**src/rtl/nv_nvdla_csb_pkg.sv**
```systemverilog
// Shared CSB definitions: request/response packing, widths and forwarder FSM states.
// Request: [21:0] addr, [53:22] wdat, [54] write, [55] nposted, [56] srcpriv, [60:57] wrbe, [62:61] level.
package nv_nvdla_csb_pkg;

    localparam int CSB_REQ_W        = 63;
    localparam int CSB_RESP_W       = 34;

    localparam int REQ_ADDR_LSB     = 0;
    localparam int REQ_ADDR_W       = 22;
    localparam int REQ_WDAT_LSB     = 22;
    localparam int REQ_WDAT_W       = 32;
    localparam int REQ_WRITE_BIT    = 54;
    localparam int REQ_NPOSTED_BIT  = 55;
    localparam int REQ_SRCPRIV_BIT  = 56;
    localparam int REQ_WRBE_LSB     = 57;
    localparam int REQ_WRBE_W       = 4;
    localparam int REQ_LEVEL_LSB    = 61;
    localparam int REQ_LEVEL_W      = 2;

    localparam int RESP_DATA_W      = 32;
    localparam int RESP_ERR_BIT     = 32;
    localparam int RESP_TYPE_BIT    = 33;

    localparam int CNT_W            = 10;

    typedef enum logic [1:0] {
        ST_IDLE  = 2'd0,
        ST_ISSUE = 2'd1,
        ST_WAIT  = 2'd2,
        ST_RESP  = 2'd3
    } csb_fwd_state_e;

    // Synthesized error response: zero data, error flag set, type follows the request.
    function automatic logic [CSB_RESP_W-1:0] csb_err_resp(input logic is_write);
        logic [CSB_RESP_W-1:0] v;
        v                = '0;
        v[RESP_ERR_BIT]  = 1'b1;
        v[RESP_TYPE_BIT] = is_write;
        return v;
    endfunction

endpackage

```
**src/rtl/nv_nvdla_csb_slv_fwd.sv**
```systemverilog
// CSB forwarder in front of a single register slave: range check, single outstanding
// transaction, and synthesized error responses for out-of-range accesses and slave timeouts.
module nv_nvdla_csb_slv_fwd
    import nv_nvdla_csb_pkg::*;
#(
    parameter logic [21:0] ADDR_BASE      = 22'h000000,
    parameter logic [21:0] ADDR_MASK      = 22'h3FFC00,
    parameter int unsigned TIMEOUT_CYCLES = 255
) (
    input  logic                  nvdla_core_clk,
    input  logic                  nvdla_core_rst,
    input  logic                  csb_req_pvld,
    output logic                  csb_req_prdy,
    input  logic [CSB_REQ_W-1:0]  csb_req_pd,
    output logic                  slv_req_pvld,
    input  logic                  slv_req_prdy,
    output logic [CSB_REQ_W-1:0]  slv_req_pd,
    input  logic                  slv_resp_valid,
    input  logic [CSB_RESP_W-1:0] slv_resp_pd,
    output logic                  csb_resp_valid,
    output logic [CSB_RESP_W-1:0] csb_resp_pd,
    output logic                  stale_resp
);

    localparam logic [CNT_W-1:0] TO_MAX  = CNT_W'(TIMEOUT_CYCLES);
    localparam logic [CNT_W-1:0] TO_LAST = CNT_W'(TIMEOUT_CYCLES - 1);

    csb_fwd_state_e        r_state;
    csb_fwd_state_e        w_next;
    logic [CSB_REQ_W-1:0]  r_req;
    logic [CSB_RESP_W-1:0] r_resp_pd;
    logic [CSB_RESP_W-1:0] w_resp_pd;
    logic                  w_resp_ld;
    logic [CNT_W-1:0]      r_cnt;
    logic                  r_prdy;
    logic                  r_stale;

    logic w_accept;
    logic w_in_range;
    logic w_in_resp_req;
    logic w_hold_resp_req;

    assign w_accept        = csb_req_pvld & r_prdy;
    assign w_in_range      = ((csb_req_pd[REQ_ADDR_LSB +: REQ_ADDR_W] & ADDR_MASK) == ADDR_BASE);
    assign w_in_resp_req   = ~csb_req_pd[REQ_WRITE_BIT] | csb_req_pd[REQ_NPOSTED_BIT];
    assign w_hold_resp_req = ~r_req[REQ_WRITE_BIT] | r_req[REQ_NPOSTED_BIT];

    always_comb begin
        w_next    = r_state;
        w_resp_ld = 1'b0;
        w_resp_pd = r_resp_pd;
        case (r_state)
            ST_IDLE: begin
                if (w_accept) begin
                    if (w_in_range) begin
                        w_next = ST_ISSUE;
                    end else if (w_in_resp_req) begin
                        w_next    = ST_RESP;
                        w_resp_ld = 1'b1;
                        w_resp_pd = csb_err_resp(csb_req_pd[REQ_WRITE_BIT]);
                    end
                    // out-of-range posted writes are silently dropped
                end
            end
            ST_ISSUE: begin
                if (slv_req_prdy) begin
                    w_next = w_hold_resp_req ? ST_WAIT : ST_IDLE;
                end
            end
            ST_WAIT: begin
                // a real response beats an expiry landing on the same cycle
                if (slv_resp_valid) begin
                    w_next    = ST_RESP;
                    w_resp_ld = 1'b1;
                    w_resp_pd = slv_resp_pd;
                end else if (r_cnt == TO_LAST) begin
                    w_next    = ST_RESP;
                    w_resp_ld = 1'b1;
                    w_resp_pd = csb_err_resp(r_req[REQ_WRITE_BIT]);
                end
            end
            ST_RESP: w_next = ST_IDLE;
            default: w_next = ST_IDLE;
        endcase
    end

    always_ff @(posedge nvdla_core_clk or posedge nvdla_core_rst) begin
        if (nvdla_core_rst) begin
            r_state   <= ST_IDLE;
            r_req     <= '0;
            r_resp_pd <= '0;
            r_cnt     <= '0;
            r_prdy    <= 1'b0;
            r_stale   <= 1'b0;
        end else begin
            r_state <= w_next;
            // registered ready keeps it low during reset; equals (state==IDLE) otherwise
            r_prdy  <= (w_next == ST_IDLE);
            r_stale <= slv_resp_valid & (r_state != ST_WAIT);
            if (w_accept) begin
                r_req <= csb_req_pd;
            end
            if (w_resp_ld) begin
                r_resp_pd <= w_resp_pd;
            end
            if (r_state == ST_ISSUE) begin
                r_cnt <= '0;
            end else if ((r_state == ST_WAIT) && (r_cnt != TO_MAX)) begin
                r_cnt <= r_cnt + 1'b1;
            end
        end
    end

    assign csb_req_prdy   = r_prdy;
    assign slv_req_pvld   = (r_state == ST_ISSUE);
    assign slv_req_pd     = r_req;
    assign csb_resp_valid = (r_state == ST_RESP);
    assign csb_resp_pd    = r_resp_pd;
    assign stale_resp     = r_stale;

endmodule

```
**config.mk**
```make
export PLATFORM = sky130hd
export DESIGN_NAME = nv_nvdla_csb_slv_fwd
export DESIGN_NICKNAME = d
export VERILOG_FILES = /design/src/rtl/nv_nvdla_csb_pkg.sv /design/src/rtl/nv_nvdla_csb_slv_fwd.sv
export SDC_FILE = /design/constraint.sdc
export NUM_CORES = 1
export LEC_CHECK = 0
export BUFFER_PORTS_ARGS = -buffer_cell sky130_fd_sc_hd__buf_2
export CORE_MARGIN = 2
export CORE_UTILIZATION = 44
export CTS_BUF_LIST = sky130_fd_sc_hd__clkbuf_2 sky130_fd_sc_hd__clkbuf_4 sky130_fd_sc_hd__clkbuf_8
export CTS_CLUSTER_DIAMETER = 60
export DETAILED_ROUTE_END_ITERATION = 10
export GPL_TIMING_DRIVEN = 0
export PLACE_DENSITY = 0.78
export SKIP_LAST_GASP = 1
export SYNTH_ARGS = -nofsm -noshare
export SYNTH_HDL_FRONTEND = slang
export SYNTH_SLANG_ARGS = --single-unit
```
**constraint.sdc**
```tcl
create_clock -name nvdla_core_clk -period 3.5 [get_ports nvdla_core_clk]
set_input_delay 0.525 -clock nvdla_core_clk [delete_from_list [all_inputs] [get_ports nvdla_core_clk]]
set_output_delay 0.525 -clock nvdla_core_clk [all_outputs]
set_load 0.02 [all_outputs]
```
==> impl_metrics.yaml <==
cells_and_area:
  diodes: 0
  drive_gt1_share_pct: 55.16
  stdcell_area_mm2: 0.005842
  fin_nets: 633
  nFillCells: 821
  layout.cells.non_filler: 666
  area_delta_synth_final_pct: 30.97
timing:
  setup_viol: 0
  min_period_over_period_pct: 61.87
  fin_crit_ps: 2165
  rsz0062_at_grt: "false"
  tightest_slew_ps: 730.3
  max_slew_margin_pct: 51.31
  worst_slack_ps: 1335
  drv_slew: 0
  finClkSkew_ps: 10.36
  setup_tns_ps: 0
  fmax_mhz: 461.8
  hold_violations: 0
synth:
  yosysSeqAreaShare_pct: 62.27
  yosys.area.top_type_share_pct: 62.27
  synth_most_common_cell: "dfrtp_1"
  synth_edf_count: 0
  synth_area_leaders: "dfrtp_1, mux2_2, a22o_1, nand3_1, buf_2"
  synth_common_cells: "dfrtp_1, mux2_2, a22o_1"
  synth_top_area_cell: "dfrtp_1"
  yosysWarnings: 0
  ys_async_sr_fraction_pct: 100.0
  synth_cell_types: 42
  syn_nets: 419
  synthCells: 315
  ys_seq_elements: 111
  syn_area_mm2: 0.004461
  syn_avg_cell_area_um2: 14.16
  ys.flop_type: "dfrtp_1"
flow_run:
  maxCapViolCount: 0
worst_setup_path:
  crit_slowest_cell: "dfrtp_1"
  crit_family: "buffers and inverters"
  start_kind: "flop"
  required_ps: 2970
  crit_arrival_ps: 1640
  cp_common_cell: "inv_1"
  cp_cell_sequence: "inv_1 > nand2_1 > inv_1 > buf_2"
  cp.depth: 4
  reg2reg_depth: 8
  slowest_delay_ps: 480
  path_class: "reg -> out"
  worstPathMaxFanout: 8
  endpoint_kind: "output pin"
  worst-path-buf-inv: 3
clocking:
  cts_root_buffer: "clkbuf_8"
  cts_tree: "yes"
  post_cts_buffers: 0
  ctsHoldBuffers: 0
  cts_resized: 0
  cts_buffers: 9
  clkTransAtPathRegs_ps: 100
  cts_max_level: 3
  clk_latency_ps: 360
  cts.sinks: 111
  clockBufferDepth: 2
die:
  die_height_um: 104.7
  coreArea_mm2: 0.009819
  die_w_um: 104.7
  dieArea_mm2: 0.01096
  row_count: 36
  start_util_pct: 45.43
  ios: 203
power_and_ir_drop:
  peakVddDrop_v: 0.0004468
  p_leak_uw: 0.002985
  powerDensity_mw_per_mm2: 899.1
routing:
  drc: 0
  wl_um: 10800
  viasPerCell: 5.096
  drt_first_pass_iters: 4
  antenna_left: 0
  detail_route.wl_per_cell_um: 16.21
  vias: 3394
  drtIter0Drc: 160
place:
  post-place-ws_ps: 1351
  dpl-instance-area_mm2: 0.005668
  place_inst: 651
  io_buffers: 202
  dp_hpwl_um: 8115
  gp_congestion: 0.8822
global_route:
  antenna_found_initial: 0
  overflow: 0
  grt_max_degree: 61
  grt_pass1_wl_um: 17390
  grt_pass1_vias: 3576
  grt.total_usage_pct: 19.82
status:
  status: "complete, no violations"
min_path:
  hold_path.class: "in -> async"
[power by group]
group	switching [µW]	internal (µW)	total (µW)
combinational	1420	1010	2430
clock	424	271	696
sequential	297	1830	2130
total	2150	3110	5250
[path summary, 6_finish.rpt]
path,endpoint,start,slack [ps]
setup reg to reg,csb_resp_pd[33],r_cnt[0],1560
setup / recovery,slv_req_pvld,r_state[1],1330
hold reg to reg,csb_resp_pd[25],csb_resp_pd[25],500
max in group asynchronous,csb_resp_pd[20],nvdla_core_rst,2500
min in group nvdla_core_clk,slv_req_pd[48],csb_req_pd[48],370
hold / removal,csb_resp_pd[4],nvdla_core_rst,300
[sequential cells by signal (all words and copies together) (netlist names)]
name,count
csb_req_prdy,1
slv_req_pd,63
stale_resp,1
r_state,2
csb_resp_pd,34
r_cnt,10
[cell families (layout without fill, tap and decap cells)]
logic type | after synthesis | in the layout | share of synthesized area, %
xor gates and xnor gates | 3 | 3 | 0.5892
AOI/OAI and AO/OA | 55 | 55 | 10.15
muxes | 66 | 66 | 16.58
buffers and inverters | 25 | 243 | 2.973
adders and majority gates | 2 | 2 | 0.5609
DFF | 111 | 111 | 62.27
and+or+nand+nor | 53 | 53 | 6.873
[metal layers]
metal / GRT usage, % / part of all wire (%)
met5: 0 / 0
met4: 6.762 / 2.0
met2: 35.53 / 51
met1: 22.53 / 39
met3: 5.864 / 7.4
[stage by stage]
stage | total power (µW) | hold WS (ps) | util [%]
after detailed placement | 4595 | 477.0 | 57.72
after global routing | 5561 | 332.8 | 59.49
after CTS | 5310 | 290.6 | 59.49
final | 5253 | 297.8 | 59.49
after global placement | 4495 | 472.7 | 57.42
after floorplan | 3716 | 512.3 | -
[layout by cell type, fill, tap and decap left out, types with 6 or more instances in the layout]
cell and n:
buf_2 209, dfrtp_1 111, mux2_2 60, a22o_1 32, clkbuf_8 9, nand3_1 8
nand2_1 7, inv_1 6, clkbuf_1 6, nor2_1 6
[worst register-to-register path: cells and delay by family, from the launching register on]
family	cells	cell delay, ps
DFF	1	450
muxes	1	170
and+or+nand+nor	2	380
AOI/OAI and AO/OA	1	270
adders and majority gates	1	200
buffers and inverters	3	410
[layout make-up]
class	instances	area, µm²	share of cell area (%)
buffer	18	106.4	1.821
clock buffer	10	131.4	2.249
clock inverter	5	42.54	0.7282
inverter	7	28.78	0.4926
multi-input combinational	179	1550	26.54
sequential	111	2778	47.55
tap	133	166.4	2.849
timing repair buffer	203	1039	17.78
No activity file was read; power rests on OpenSTA's default activity.
